$ cat config.mk
export PLATFORM = sky130hd
export DESIGN_NAME = hazard_sequencer
export DESIGN_NICKNAME = d
export VERILOG_FILES = /design/src/rtl/cpu_types_pkg.sv /design/src/rtl/hazard_perf_counters.sv /design/src/rtl/hazard_sequencer.sv
export SDC_FILE = /design/constraint.sdc
export NUM_CORES = 1
export LEC_CHECK = 0
export ABC_CLOCK_PERIOD_IN_PS = 7980
export CAP_MARGIN = 0
export CORE_MARGIN = 4
export CORE_UTILIZATION = 53
export CTS_CLUSTER_DIAMETER = 150
export DETAILED_ROUTE_END_ITERATION = 10
export GPL_TIMING_DRIVEN = 0
export PLACE_DENSITY = 0.95
export SLEW_MARGIN = 30
export SYNTH_ARGS = -nofsm -noshare
export SYNTH_HDL_FRONTEND = slang
export SYNTH_SLANG_ARGS = --single-unit
$ cat constraint.sdc
create_clock -name CLK -period 7.98 [get_ports CLK]
set_input_delay 1.596 -clock CLK [delete_from_list [all_inputs] [get_ports CLK]]
set_output_delay 1.596 -clock CLK [all_outputs]
set_load 0.05 [all_outputs]
$ cat src/rtl/cpu_types_pkg.sv
// Shared pipeline types: hazard-controller state encoding and register constants.
package cpu_types_pkg;

  typedef enum logic [1:0] {
    RUN    = 2'd0,
    DWAIT  = 2'd1,
    HALTED = 2'd2
  } hz_state_t;

  localparam logic [4:0] REG_ZERO = 5'd0;

endpackage

$ cat src/rtl/hazard_perf_counters.sv
// Stall, flush and cycle performance counters; each wraps at 2^CNT_W.
module hazard_perf_counters #(
  parameter int unsigned CNT_W = 32
) (
  input  logic             clk,
  input  logic             rst,
  input  logic             stall_inc,
  input  logic             flush_inc,
  input  logic             cycle_inc,
  output logic [CNT_W-1:0] stall_cnt,
  output logic [CNT_W-1:0] flush_cnt,
  output logic [CNT_W-1:0] cycle_cnt
);

  logic [CNT_W-1:0] stall_cnt_q, stall_cnt_d;
  logic [CNT_W-1:0] flush_cnt_q, flush_cnt_d;
  logic [CNT_W-1:0] cycle_cnt_q, cycle_cnt_d;

  // Next-count computation from the increment strobes
  always_comb begin
    stall_cnt_d = stall_cnt_q;
    flush_cnt_d = flush_cnt_q;
    cycle_cnt_d = cycle_cnt_q;
    if (stall_inc) stall_cnt_d = stall_cnt_q + CNT_W'(1);
    if (flush_inc) flush_cnt_d = flush_cnt_q + CNT_W'(1);
    if (cycle_inc) cycle_cnt_d = cycle_cnt_q + CNT_W'(1);
  end

  // Counter registers, cleared by synchronous reset
  always_ff @(posedge clk) begin
    if (rst) begin
      stall_cnt_q <= '0;
      flush_cnt_q <= '0;
      cycle_cnt_q <= '0;
    end else begin
      stall_cnt_q <= stall_cnt_d;
      flush_cnt_q <= flush_cnt_d;
      cycle_cnt_q <= cycle_cnt_d;
    end
  end

  assign stall_cnt = stall_cnt_q;
  assign flush_cnt = flush_cnt_q;
  assign cycle_cnt = cycle_cnt_q;

endmodule

$ cat src/rtl/hazard_sequencer.sv
// Central stall/flush controller for the 5-stage pipeline registers and PC.
module hazard_sequencer
  import cpu_types_pkg::*;
#(
  parameter int unsigned CNT_W = 32
) (
  input  logic             CLK,
  input  logic             RST,
  input  logic             ihit,
  input  logic             dhit,
  input  logic             exmem_dread,
  input  logic             exmem_dwrite,
  input  logic             exmem_br_taken,
  input  logic             exmem_jr,
  input  logic             ifid_jump,
  input  logic             idex_dread,
  input  logic [4:0]       idex_rt,
  input  logic [4:0]       ifid_rs,
  input  logic [4:0]       ifid_rt,
  input  logic             memwb_halt,
  output logic             pc_en,
  output logic             IF_EN,
  output logic             ID_EN,
  output logic             EX_EN,
  output logic             MEM_EN,
  output logic             IF_FLUSH,
  output logic             ID_FLUSH,
  output logic             EX_FLUSH,
  output logic             MEM_FLUSH,
  output logic             imem_ren,
  output logic             dmem_gate,
  output logic             halt,
  output logic [CNT_W-1:0] stall_cnt,
  output logic [CNT_W-1:0] flush_cnt,
  output logic [CNT_W-1:0] cycle_cnt
);

  hz_state_t state_q, state_d;
  logic      halt_q, halt_d;
  logic      dpend, load_use, flush_inc;

  assign dpend    = exmem_dread | exmem_dwrite;
  assign load_use = idex_dread & (idex_rt != REG_ZERO) &
                    ((idex_rt == ifid_rs) | (idex_rt == ifid_rt));

  // Priority resolution of halt, data wait, control transfer, load-use and fetch miss
  always_comb begin
    state_d   = state_q;
    halt_d    = halt_q;
    flush_inc = 1'b0;
    pc_en     = 1'b0;
    IF_EN     = 1'b0;
    ID_EN     = 1'b0;
    EX_EN     = 1'b0;
    MEM_EN    = 1'b0;
    IF_FLUSH  = 1'b0;
    ID_FLUSH  = 1'b0;
    EX_FLUSH  = 1'b0;
    MEM_FLUSH = 1'b0;
    imem_ren  = 1'b0;
    dmem_gate = 1'b0;
    if (RST) begin
      IF_FLUSH  = 1'b1;
      ID_FLUSH  = 1'b1;
      EX_FLUSH  = 1'b1;
      MEM_FLUSH = 1'b1;
      state_d   = RUN;
      halt_d    = 1'b0;
    end else if (state_q == HALTED) begin
      halt_d = 1'b1;
    end else if (memwb_halt) begin
      state_d = HALTED;
      halt_d  = 1'b1;
    end else if (dpend && !dhit) begin
      dmem_gate = 1'b1;
      state_d   = DWAIT;
    end else begin
      // Free-running defaults; the cases below only carve out exceptions
      state_d   = RUN;
      pc_en     = 1'b1;
      IF_EN     = 1'b1;
      ID_EN     = 1'b1;
      EX_EN     = 1'b1;
      MEM_EN    = 1'b1;
      imem_ren  = 1'b1;
      dmem_gate = 1'b1;
      if (exmem_br_taken || exmem_jr) begin
        IF_FLUSH  = 1'b1;
        ID_FLUSH  = 1'b1;
        EX_FLUSH  = 1'b1;
        flush_inc = 1'b1;
      end else if (load_use) begin
        pc_en    = 1'b0;
        IF_EN    = 1'b0;
        ID_FLUSH = 1'b1;
      end else if (!ihit) begin
        pc_en    = 1'b0;
        IF_FLUSH = 1'b1;
      end else if (ifid_jump) begin
        IF_FLUSH  = 1'b1;
        flush_inc = 1'b1;
      end
    end
  end

  // FSM state and sticky halt registers
  always_ff @(posedge CLK) begin
    if (RST) begin
      state_q <= RUN;
      halt_q  <= 1'b0;
    end else begin
      state_q <= state_d;
      halt_q  <= halt_d;
    end
  end

  assign halt = halt_q;

  hazard_perf_counters #(
    .CNT_W (CNT_W)
  ) u_perf (
    .clk       (CLK),
    .rst       (RST),
    .stall_inc (!RST && (state_q != HALTED) && !pc_en),
    .flush_inc (flush_inc),
    .cycle_inc (!RST && (state_q != HALTED)),
    .stall_cnt (stall_cnt),
    .flush_cnt (flush_cnt),
    .cycle_cnt (cycle_cnt)
  );

endmodule

# --- Yosys cells after proc, flatten, opt, wreduce, memory -nomap -nowiden ---
# Index checks and enable logic that the tools add are counted.
op_classes:
  eq_ne: 4
  addsub: 3
  bitwise: 4
  n_mux: 51
  reduce_logical: 9
ops:
  columns: ["op", "n"]
  rows:
  - ["$add A32 B1 Y32 const B", 3]
  - ["$mux W1", 50]
  - ["$eq A5 B5 Y1", 2]
  - ["$reduce_bool A5 Y1", 1]
  - ["$logic_and A1 B1 Y1", 3]
  - ["$logic_not A1 Y1", 3]
  - ["$and A1 B1 Y1", 2]
  - ["$eq A2 B2 Y1 const B", 1]
  - ["$mux W2", 1]
  - ["$ne A2 B2 Y1 const B", 1]
  - ["$or A1 B1 Y1", 2]
  - ["$reduce_bool A2 Y1", 1]
  - ["$logic_or A1 B1 Y1", 1]
word_totals:
  output_inout_bits: 108
  wordCells: 76
  input_bits: 26
  reg_bits: 99

# --- Longest topological paths before layout ---
# Gate-level depths: netlist (run 1).
logic_depth:
  depth_word: 11
  depth_mapped: 9
  depth_no_buf: 7

# --- Modules after synthesis ---
# Synthesis (run 1) repeated with hierarchy kept, for this count alone.
hier_totals:
  cells_unflattened: 593
  hier_area_um2: 4944.7
modules_own_cells:
  columns: ["mod", "instances", "seq_area_each_um2", "cells_per_inst", "area_per_inst_um2"]
  rows:
  - ["hazard_perf_counters", 1, 1921.8, 535, 4530.6]
  - ["hazard_sequencer", 1, 60.1, 58, 414.1]

# --- Least setup slack after synthesis (run 1) ---
# OpenSTA, ideal clock, no wires.
synth_path:
  path_kind: "in2out"
  startpoint: "in idex_rt[0]"
  endpoint: "out pc_en"
  path_buffers: 0
  setup_slack_ns: 3.170
  t_arrival_ns: 3.214
  required_ns: 6.384
  cell_stages: 5
  cell_sequence: "or3_1 -> o31a_1 -> nand2_1 -> nand2_1 -> a21oi_1"
synth_between:
  elab_chain_len: 9
  word_cells_on_any_way: 12
  cone_classes: "2 x eq/ne; 6 x mux; 3 x bitwise; 1 x reduce/logical"
synth_lines:
  columns: ["item", "line_no", "source"]
  rows:
  - ["from (decl)", "hazard_sequencer.sv:17", "input logic [4:0] idex_rt,"]
  - ["$eq A5 B5 Y1 / $reduce_bool A5 Y1 (equally long branches)", "hazard_sequencer.sv:44, hazard_sequencer.sv:43", null]
  - ["$or A1 B1 Y1 / $and A1 B1 Y1 (equally long branches)", "hazard_sequencer.sv:44, hazard_sequencer.sv:43", null]
  - ["$and A1 B1 Y1 (*)", "hazard_sequencer.sv:43", "assign load_use = idex_dread & (idex_rt != REG_ZERO) &"]
  - ["$mux W1 (*)", "hazard_sequencer.sv:92", "end else if (load_use) begin"]
  - ["$mux W1 (*)", "hazard_sequencer.sv:87", "if (exmem_br_taken || exmem_jr) begin"]
  - ["$mux W1 (*)", "hazard_sequencer.sv:74", "end else if (dpend && !dhit) begin"]
  - ["$mux W1 (*)", "hazard_sequencer.sv:71", "end else if (memwb_halt) begin"]
  - ["$mux W1 (*)", "hazard_sequencer.sv:69", "end else if (state_q == HALTED) begin"]
  - ["$mux W1 (*)", "hazard_sequencer.sv:62", "if (RST) begin"]
  - ["to (decl)", "hazard_sequencer.sv:21", "output logic pc_en,"]
# Mark *: on every way between the ends. The rest lies on a longest branch, timed or not.

# --- Worst setup path after layout (run 1) ---
layout_path:
  startpoint: "in idex_rt[0]"
  endpoint: "out IF_FLUSH"
layout_between:
  elab_chain_len: 9
  word_cells_on_any_way: 12
  cone_classes: "2 x eq/ne; 6 x mux; 3 x bitwise; 1 x reduce/logical"
layout_lines:
  columns: ["item", "line_no", "source"]
  rows:
  - ["$eq A5 B5 Y1 / $reduce_bool A5 Y1 (equally long branches)", "hazard_sequencer.sv:44, hazard_sequencer.sv:43", null]
  - ["$or A1 B1 Y1 / $and A1 B1 Y1 (equally long branches)", "hazard_sequencer.sv:44, hazard_sequencer.sv:43", null]
  - ["$and A1 B1 Y1 (*)", "hazard_sequencer.sv:43", null]
  - ["$mux W1 (*)", "hazard_sequencer.sv:92", null]
  - ["$mux W1 (*)", "hazard_sequencer.sv:87", null]
  - ["$mux W1 (*)", "hazard_sequencer.sv:74", null]
  - ["$mux W1 (*)", "hazard_sequencer.sv:71", null]
  - ["$mux W1 (*)", "hazard_sequencer.sv:69", null]
  - ["$mux W1 (*)", "hazard_sequencer.sv:62", null]
  - ["to (decl)", "hazard_sequencer.sv:26", "output logic IF_FLUSH,"]
# Marks and branches as above.

==> key figures, run 1 <==
Pwr
  – Flop pwr share: 0.524
  – Clk pwr share: 0.370
  – Peak VDD IR: 0.117 mV
  – Pwr dens: 144 nW/um^2
  – Sw Share: 0.258
  – Combinational Power Share: 0.107
  – Int Pwr: 713 uW
  – NetSw: between 200 and 250 uW
  – Leak: roughly 0.0022 uW

Clocking
  – Setup Fix Bufs, Post-CTS: 0
  – Clock transition at path regs: 90 ps
  – Clk Tree Root Cell: clkbuf_8
  – Post-CTS resize count: 0
  – Clock buffer depth: 2
  – Worst-Skew Late Latency: between 300 and 400 ps
  – Hold_buf cts: 0
  – TritonCTS Sinks: 99
  – TritonCTS Buffers: 9
  – CTS tree: built
  – H-tree depth: 3

Drt
  – Met2 routed WL: 7.14 mm
  – DRT Pass-1 Iters: 6
  – Top sig layer: met4
  – Post-route ant nets: 0
  – DRT iter0 DRCs: 357
  – DRT Wirelength: roughly 15 mm
  – Met1 Wirelength: 5.96 mm
  – Residual DRC: 0
  – Per-cell routed wire length: approximately 17 microns
  – Vias: 5234
  – DR vias/cell: 6.06
  – DR WL met3: 1.14 mm

Die
  – Die height: between 100 and 150 microns
  – Ports: between 100 and 150
  – Die area: 11000 sq um
  – Starting density of the core: 0.541
  – Total core area: slightly above 9000 sq um
  – Core Rows: 35
  – Die width: 105 microns

Worst hold path
  – WHS Path Cells: 1
  – Worst hold path class: reg -> reg

Synthesis
  – Syn_nets: 633
  – Adder-cell share of the synthesized area: 0.00754
  – Synth top area share: 0.398
  – Post-Syn Instances: 604
  – Cell taking the most area after synthesis: dfxtp_1
  – Syn Std Cell Area: between 4000 and 5000 sq um
  – Mux cell area share after synthesis: 0.00830
  – XOR/XNOR Fraction of Synth Area: 0.0792
  – Synth Warn #: 0
  – Syn avg cell area: 8.24 sq um
  – Synth Register Bits: about 100
  – Unique masters post-synth: 60
  – Top_reg_cell synth: dfxtp_1
  – Fraction of the mapped netlist area in simple logic gates: 0.298
  – Seq/Total Area, Yosys: 0.398
  – Asr flop ratio synth: 0
  – Number of synthesized flops with an enable pin: 0
  – Largest family of logic cells by synthesized area: simple AND/OR/NAND/NOR gates
  – Area contributors post-synth: dfxtp_1 (40%), a21oi_1 (4.9%), xor2_1 (4.9%)
  – Post-synthesis compound-gate area fraction: 0.171

Placement
  – Placed Instances: 847
  – Final GP Congestion: 0.880
  – Buffers added on ports: 132
  – Detailed Place HPWL: 10.9 mm

Timing
  – Setup_tns: 0 ps
  – RSZ-0062 raised after global routing: false
  – Final Max Slew Viols: 0
  – Worst-Margin Slew: 1000 ps
  – Worst slew margin: 0.322
  – Fmax: 173 MHz
  – Fin crit share: 0.726
  – Count of final setup violators: 0
  – Fin crit period: 5790 ps
  – Clock skew: 13.6 ps
  – Final hold violations: 0

Flow run
  – Max-cap violation count: 0

Critical path
  – Crit path capture type: primary output
  – FF-to-FF path depth: 6
  – Crit Path Max Fanout: 3
  – CP required: 6380 ps
  – Kind of critical path: in -> out
  – WP data arrival: about 4200 ps
  – Startpoint Class: primary input

Global route
  – Largest net degree at the start of global routing: 17
  – First-pass GRT wire length: 24.7 mm
  – Vias in the first global route: roughly 5300
  – Antenna violations before repair: 0
  – All-Layer GR Usage: 0.270
  – Gr ovfl total: 0

Final layout
  – Ant diodes: 0
  – Layout Utilization: 0.724
  – Share of cells above drive strength 1: 0.0612
  – Fin cells: 863
  – Layout overhead on the synthesized area: 33.7%
  – Layout filler cell count: a little under 700
  – Nets: 776

Outcome
  – Outcome: finished, final reports clean
## cells by family (layout without fill, tap and decap cells)
family	count (synthesis)	after routing
simple gates	277	277
xor+xnor	45	45
buf+inv	39	187
mux	4	4
compound gates	137	137
fa+ha+maj	3	3
flops	99	99
## worst max-delay path, stage by stage
cell             delay, ps
clkdlybuf4s50_1        470
or3_1                  470
o31ai_1                350
nor2_1                 130
o21ai_0                190
a21o_1                 180
clkdlybuf4s50_1        820
## final timing paths
check | start | end | slack, ps
worst min-delay path | u_perf.stall_cnt[31] | u_perf.stall_cnt[31] | 480
worst max register to register | state_q[1] | u_perf.cycle_cnt[23] | 5360
worst min register to register | u_perf.stall_cnt[31] | u_perf.stall_cnt[31] | 480
worst max-delay path | idex_rt[0] | IF_FLUSH | 2190
## Yosys cell counts, types with 2 or more instances
cell       instances
a21o_1             3
or3_1             35
and2_1             8
and3_1            16
nor4_1             3
and4_1            10
o31ai_1            8
nand2_1           59
xnor2_1           17
xor2_1            28
o311ai_0           2
nor2b_1            4
dfxtp_1           99
o21ai_0           40
mux2i_1            3
o211ai_1           8
or2_2              4
buf_4              4
a21oi_1           49
nand4_1           25
clkbuf_1          14
nor2_1            53
ha_1               3
or4_1              7
o21a_1             7
inv_1             12
a31o_2             5
nand3_1           26
nor3_1            15
buf_2              4
o31a_1             2
o2111ai_1          3
## layout by cell type (no fill, tap or decap), drive strengths merged, types with 5 or more instances in the layout
cell	n
and4	10
and3	17
and2	9
xnor2	17
nor2	53
nand4	25
xor2	28
o31ai	8
or4	7
clkdlybuf4s50	132
nand3	26
or3	35
dfxtp	99
a31o	5
o21a	7
clkbuf	25
nor3	17
inv	13
a21oi	49
nand2	59
o211ai	9
o21ai	41
buf	10
## layout make-up
cell class	count	area (sq um)	area share
clock buffers	10	128	0.0192
well taps	111	139	0.0209
inverters	13	48.8	0.00733
repair buffers	132	1320	0.199
multi-input cells	466	2810	0.422
flip-flops and latches	99	1980	0.298
plain buffers	26	141	0.0212
clock inverters	6	88.8	0.0134
## flip-flops by register name (all words and copies together) (netlist names)
register / count
u_perf.cycle_cnt: 32
state_q: 2
u_perf.flush_cnt: 32
halt: 1
u_perf.stall_cnt: 32
## through the flow
step | worst slack [ps] | instance area [sq um] | total power, uW | hold slack, ps
after floorplan | 3170 | 4980 | 573 | 583
after global placement | 2250 | 6440 | 612 | 461
after detailed placement | 2200 | 6440 | 615 | 471
after CTS | 2190 | 6650 | 962 | 482
after global routing | 2090 | 6650 | 990 | 518
final | 2190 | 6650 | 960 | 481
## routing by layer
metal  vias to the layer above  global-route usage
met5                         -                   0
met4                         0               0.127
met3                        45              0.0661
met2                       257               0.454
met1                      2448               0.323
li1                       2484                   -
## power groups by stage
stage | Sequential [uW] | Clock, uW | Combinational (uW)
6_report | 503 | 355 | 102
5_1_grt | 504 | 378 | 108
4_1_cts | 503 | 358 | 102
3_5_place_dp | 514 | 0 | 101
3_3_place_gp | 514 | 0 | 98.2
2_1_floorplan | 526 | 0 | 46.6
Power figures use the tool's default switching activity.
==> run 2: changes to the inputs <==
--- a/config.mk
+++ b/config.mk
@@ -5,14 +5,14 @@
 export SDC_FILE = /design/constraint.sdc
 export NUM_CORES = 1
 export LEC_CHECK = 0
-export ABC_CLOCK_PERIOD_IN_PS = 7980
+export ABC_CLOCK_PERIOD_IN_PS = 4900
 export CAP_MARGIN = 0
 export CORE_MARGIN = 4
-export CORE_UTILIZATION = 53
+export CORE_UTILIZATION = 44
 export CTS_CLUSTER_DIAMETER = 150
 export DETAILED_ROUTE_END_ITERATION = 10
 export GPL_TIMING_DRIVEN = 0
-export PLACE_DENSITY = 0.95
+export PLACE_DENSITY = 0.87
 export SLEW_MARGIN = 30
 export SYNTH_ARGS = -nofsm -noshare
 export SYNTH_HDL_FRONTEND = slang
==> constraint.sdc (replaced) <==
create_clock -name CLK -period 4.9 [get_ports CLK]
set_input_delay 0.98 -clock CLK [delete_from_list [all_inputs] [get_ports CLK]]
set_output_delay 0.98 -clock CLK [all_outputs]
set_load 0.05 [all_outputs]
==> key figures, run 2 (same netlist as run 1, synthesis figures left out) <==
Worst hold path
  – Worst Hold End: u_perf.stall_cnt[31]
  – Critical hold path startpoint: u_perf.stall_cnt[31]
  – WHS Path Cells: 1 (unchanged)
  – Worst hold path class: reg -> reg

Pwr
  – Total power: 1760 uW (+84%)
  – Peak VDD IR: 0.136 mV (+16%)
  – Clk pwr share: 0.441 (+0.071)
  – Leak: 0.00225 uW (+2.7%)
  – Flop pwr share: 0.464 (-0.060)
  – Combinational Power Share: 0.094 (-0.013)
  – Pwr dens: 259 nW/um^2 (+80%)
  – Sw Share: 0.243 (-0.0142)
  – NetSw: 429 uW (+74%)
  – Int Pwr: 1330 uW (+87%)

Critical path
  – CP required: 3920 ps (-2460 ps)
  – CP Cell Sequence: clkdlybuf4s50_1 > xor2_1 > nor3_1 > a22o_2 > nand2_1 > nand2_1 > a21o_1 > clkdlybuf4s50_1
  – Crit path buf inv count: 2 (unchanged)
  – R2R Setup Slk: 2400 ps (-2960 ps)
  – Crit-path slowest cell: clkdlybuf4s50_1
  – Crit Path Max Fanout: 7 (+4)
  – Crit path capture type: primary output
  – Reg-to-Reg Start: state_q[1]
  – Crit path max-delay family: buffers and inverters
  – R2r endpoint: u_perf.flush_cnt[11]
  – CP peak stage delay: 810 ps (about the same)
  – Kind of critical path: in -> out
  – FF-to-FF path depth: 9 (+3)
  – WP data arrival: 3600 ps (-600 ps)
  – Startpoint Class: primary input

Global route
  – Vias in the first global route: 5041 (-4.2%)
  – First-pass GRT wire length: 24.0 mm (-3.0%)
  – All-Layer GR Usage: 0.225 (-0.0448)
  – Antenna violations before repair: 0 (unchanged)
  – Largest net degree at the start of global routing: 17 (unchanged)
  – Gr ovfl total: 0 (unchanged)

Timing
  – Final Max Slew Viols: 0 (unchanged)
  – Worst slew margin: 0.377 (+0.0548)
  – Count of final setup violators: 0 (unchanged)
  – Worst-Margin Slew: 922 ps (-81.1 ps)
  – Final hold violations: 0 (unchanged)
  – Setup_tns: 0 ps (unchanged)
  – Fin crit share: 0.935
  – Clock skew: 6.36 ps (-7.28 ps)
  – RSZ-0062 raised after global routing: false
  – Fin crit period: 4580 ps
  – Fmax: 218 MHz

Die
  – Core Rows: 38 (+8.6%)
  – Ports: 134 (unchanged)
  – Die area: 13100 sq um (+19%)
  – Die width: 114 microns (+9.0%)
  – Total core area: 10900 sq um (+19%)
  – Starting density of the core: 0.455 (-0.0861)
  – Die height: 114 microns (+9.0%)

Final layout
  – Layout filler cell count: 935 (+35%)
  – Commonest non-fill, non-tap cell in the layout: clkdlybuf4s50_1
  – Sequential cell area: 1980 sq um (unchanged)
  – Layout overhead on the synthesized area: 36.6%
  – Multi-input logic area: 2810 sq um (unchanged)
  – Share of cells above drive strength 1: 0.0625 (+0.00133)
  – Nets: 776 (unchanged)
  – Ant diodes: 0 (unchanged)
  – Commonest non-fill, non-tap cells in the layout: clkdlybuf4s50_1 (132), dfxtp_1 (99), nand2_1 (59), nor2_1 (53), a21oi_1 (49)

Outcome
  – Outcome: finished, final reports clean

Placement
  – Detailed Place HPWL: 11.2 mm (+2.4%)
  – Buffers added on ports: 132 (unchanged)
  – Final GP Congestion: 0.895 (+1.7%)

Clocking
  – Clk Tree Root Cell: clkbuf_16
  – H-tree depth: 3 (unchanged)
  – Worst-Skew Late Latency: 340 ps (-30 ps)
  – Post-CTS resize count: 0 (unchanged)
  – Clock transition at path regs: 70 ps (-20 ps)
  – Hold_buf cts: 0 (unchanged)
  – Setup Fix Bufs, Post-CTS: 0 (unchanged)
  – TritonCTS Sinks: 99 (unchanged)
  – Clock buffer depth: 2 (unchanged)
  – CTS tree: built
  – TritonCTS Buffers: 9 (unchanged)

Drt
  – DRT Wirelength: 15.2 mm (+3.2%)
  – Residual DRC: 0 (unchanged)
  – DRT Pass-1 Iters: 5 (-1)
  – Post-route ant nets: 0 (unchanged)
  – Vias: 5236 (+0.038%)
  – Per-cell routed wire length: 17.0 microns (-0.12%)
  – DR vias/cell: 5.87 (-3.2%)
  – DRT iter0 DRCs: 289 (-19%)

Flow run
  – Max-cap violation count: 0 (unchanged)
run 2: cell types whose count changed in the layout (fill, tap and decap cells not counted):
| cell | previous run | this run |
|---|---|---|
| clkbuf_1 | 15 | 14 |
| clkinv_4 | 0 | 1 |
| clkbuf_16 | 0 | 9 |
| clkbuf_8 | 10 | 2 |
| clkinv_2 | 1 | 2 |
| clkinvlp_4 | 2 | 0 |
run 2: worst max path at each step:
stage	from	endpoint	slack (ps)	depth (start not counted)
2_1_floorplan	idex_rt[0]	pc_en	1320	5
5_1_grt	idex_rt[4]	ID_FLUSH	270	8
3_5_place_dp	idex_rt[4]	ID_FLUSH	380	8
6_report	idex_rt[4]	ID_FLUSH	320	8
4_1_cts	idex_rt[4]	ID_FLUSH	360	8
3_3_place_gp	idex_rt[0]	IF_FLUSH	380	7
run 2: power groups by stage:
stage          registers, uW  logic [uW]  clock network (uW)
5_1_grt                  820         177                 817
3_3_place_gp             837         162                   0
3_5_place_dp             838         165                   0
4_1_cts                  819         166                 784
2_1_floorplan            857        75.9                   0
6_report                 819         167                 778
run 2: area by class of cell:
class	count	area share
inverter	13	0.00718
tap	140	0.0258
multi-input combinational	466	0.413
clock buffer	10	0.0351
clock inverter	6	0.0129
timing repair buffer	132	0.194
sequential	99	0.291
buffer	26	0.0208
run 2: routing by layer:
layer / track usage / share of wire / routed length [microns]
met1: 0.271 / 0.42 / 6360
met5: 0 / 0 / 0
met4: 0.0736 / 0.017 / 253
met2: 0.387 / 0.49 / 7430
met3: 0.0634 / 0.074 / 1120
run 2: stage by stage:
stage	cells	area (sq um)	setup WS (ps)	hold slack, ps	utilization
after floorplan	604	4980	1320	583	-
after global placement	876	6470	377	463	0.592
after detailed placement	876	6470	384	479	0.592
after CTS	892	6800	363	489	0.622
after global routing	892	6800	273	512	0.622
final	892	6800	319	487	0.622
run 2: worst reg2reg max path, cell delays in order (launching register included):
cell      delay [ps]
dfxtp_1          310
nor2b_1          130
buf_6            130
or4_1            390
buf_2            170
clkinv_1         170
nand2_1          100
o41a_4           470
nor3_1           150
mux2_2           360
==> run 3: changes to the inputs <==
--- a/config.mk
+++ b/config.mk
@@ -12,7 +12,7 @@
 export CTS_CLUSTER_DIAMETER = 150
 export DETAILED_ROUTE_END_ITERATION = 10
 export GPL_TIMING_DRIVEN = 0
-export PLACE_DENSITY = 0.87
+export PLACE_DENSITY = 0.83
 export SLEW_MARGIN = 30
 export SYNTH_ARGS = -nofsm -noshare
 export SYNTH_HDL_FRONTEND = slang
==> key figures, run 3 (same netlist as run 1, synthesis figures left out) <==
Clocking
  – Post-CTS resize count: 0 (unchanged)
  – Hold_buf cts: 0 (unchanged)
  – CTS tree: built
  – H-tree depth: 3 (unchanged)
  – TritonCTS Sinks: 99 (unchanged)
  – Worst-Skew Late Latency: 350 ps (about the same)
  – Setup Fix Bufs, Post-CTS: 0 (unchanged)
  – Clk Tree Root Cell: clkbuf_16
  – TritonCTS Buffers: 9 (unchanged)
  – Clock buffer depth: 2 (unchanged)
  – Clock transition at path regs: 70 ps (about the same)

Drt
  – Post-route ant nets: 0 (unchanged)
  – DRT Pass-1 Iters: 7 (+2)
  – DRT Wirelength: 14.9 mm (-1.7%)
  – Per-cell routed wire length: 16.7 microns (-1.7%)
  – Residual DRC: 0 (unchanged)
  – DR vias/cell: 5.80 (-1.1%)
  – Vias: 5178 (-1.1%)
  – DRT iter0 DRCs: 379 (+31%)

Flow run
  – Max-cap violation count: 0 (unchanged)

Die
  – Ports: 134 (unchanged)
  – Die height: 114 microns (unchanged)
  – Total core area: 10900 sq um (unchanged)
  – Starting density of the core: 0.455 (unchanged)
  – Die width: 114 microns (unchanged)
  – Core Rows: 38 (unchanged)
  – Die area: 13100 sq um (unchanged)

Timing
  – Final hold violations: 0 (unchanged)
  – RSZ-0062 raised after global routing: false
  – Count of final setup violators: 0 (unchanged)
  – Hold slack final: 479 ps (-7.46 ps)
  – Fin crit period: 4540 ps (-43.7 ps)
  – Worst-Margin Slew: 895 ps (-27.1 ps)
  – Fmax: 220 MHz (+0.96%)
  – Worst slew margin: 0.395 (+0.0183)
  – Final Max Slew Viols: 0 (unchanged)
  – Clock skew: 9.17 ps (+2.81 ps)
  – Setup_tns: 0 ps (unchanged)
  – Fin crit share: 0.926 (-0.00891)

Global route
  – All-Layer GR Usage: 0.227 (+0.00142)
  – First-pass GRT wire length: 24.3 mm (+1.3%)
  – Largest net degree at the start of global routing: 19 (+2)
  – Vias in the first global route: 5040 (-0.020%)
  – Antenna violations before repair: 0 (unchanged)
  – Gr ovfl total: 0 (unchanged)

Critical path
  – CP startpoint: idex_rt[0]
  – CP required: 3920 ps (about the same)
  – Crit Path Max Fanout: 3 (-4)
  – Reg-to-Reg Start: state_q[1]
  – Kind of critical path: in -> out
  – Startpoint Class: primary input
  – Crit path capture type: primary output
  – WP data arrival: 3560 ps (-40 ps)

Worst hold path
  – Critical hold path startpoint: halt
  – Worst hold path class: reg -> reg

Pwr
  – Peak VDD IR: 0.144 mV (+6.0%)
  – Leak: 0.00222 uW (-1.1%)
  – Pwr dens: 247 nW/um^2 (-4.8%)

Placement
  – Detailed Place HPWL: 11.2 mm (+0.42%)
  – Buffers added on ports: 132 (unchanged)
  – Final GP Congestion: 0.887 (-0.80%)

Final layout
  – Share of cells above drive strength 1: 0.0625 (unchanged)
  – Nets: 776 (unchanged)
  – Ant diodes: 0 (unchanged)
  – Layout filler cell count: 956 (+2.2%)
  – Commonest non-fill, non-tap cells in the layout: clkdlybuf4s50_1 (132), dfxtp_1 (99), nand2_1 (59), nor2_1 (53), a21oi_1 (49)
  – Layout Utilization: 0.619 (-0.00286)
  – Layout overhead on the synthesized area: 36.0%
  – Commonest non-fill, non-tap cell in the layout: clkdlybuf4s50_1

Outcome
  – Outcome: finished, final reports clean
[run 3: layout make-up]
class / instances / area [sq um] / share of cell area
clock inverter: 7 / 61.3 / 0.00906
buffer: 26 / 141 / 0.0209
clock buffer: 9 / 225 / 0.0333
multi-input combinational: 466 / 2810 / 0.416
inverter: 13 / 48.8 / 0.00721
timing repair buffer: 132 / 1320 / 0.195
sequential: 99 / 1980 / 0.293
tap: 140 / 175 / 0.0259
[run 3: per-stage QoR]
step | power, uW | setup WS, ps | area (sq um) | std cells
4_1_cts | 1680 | 354 | 6760 | 892
2_1_floorplan | 933 | 1320 | 4980 | 604
3_5_place_dp | 1000 | 369 | 6470 | 876
3_3_place_gp | 999 | 354 | 6470 | 876
6_report | 1670 | 363 | 6770 | 892
5_1_grt | 1730 | 201 | 6770 | 892
[run 3: critical path: stages]
cell and delay [ps]:
clkdlybuf4s50_1 470, or3_1 450, o31ai_1 370, nor2_1 120, o21ai_0 170, a21o_1 180, clkdlybuf4s50_1 810
[run 3: routing by layer]
layer  routed length, microns  global-route usage  vias to the layer above  part of all wire
met5                        0                   0                        -                 0
met4                      289              0.0760                        0             0.019
met3                     1270              0.0603                       21             0.085
met2                     6950               0.384                      216              0.47
met1                     6400               0.279                     2460              0.43
li1                         -                   -                     2481                 -
[run 3: worst paths after layout]
kind | endpoint | slack (ps) | cells past startpoint
max | IF_FLUSH | 360 | 7
min | halt | 480 | 2
max reg2reg | u_perf.flush_cnt[11] | 2400 | 9
min reg2reg | halt | 480 | 2
[run 3: report_power, final]
part	total (uW)	switching, uW	internal [uW]
combinational	167	106	61.0
clock	687	334	354
sequential	819	7.69	811
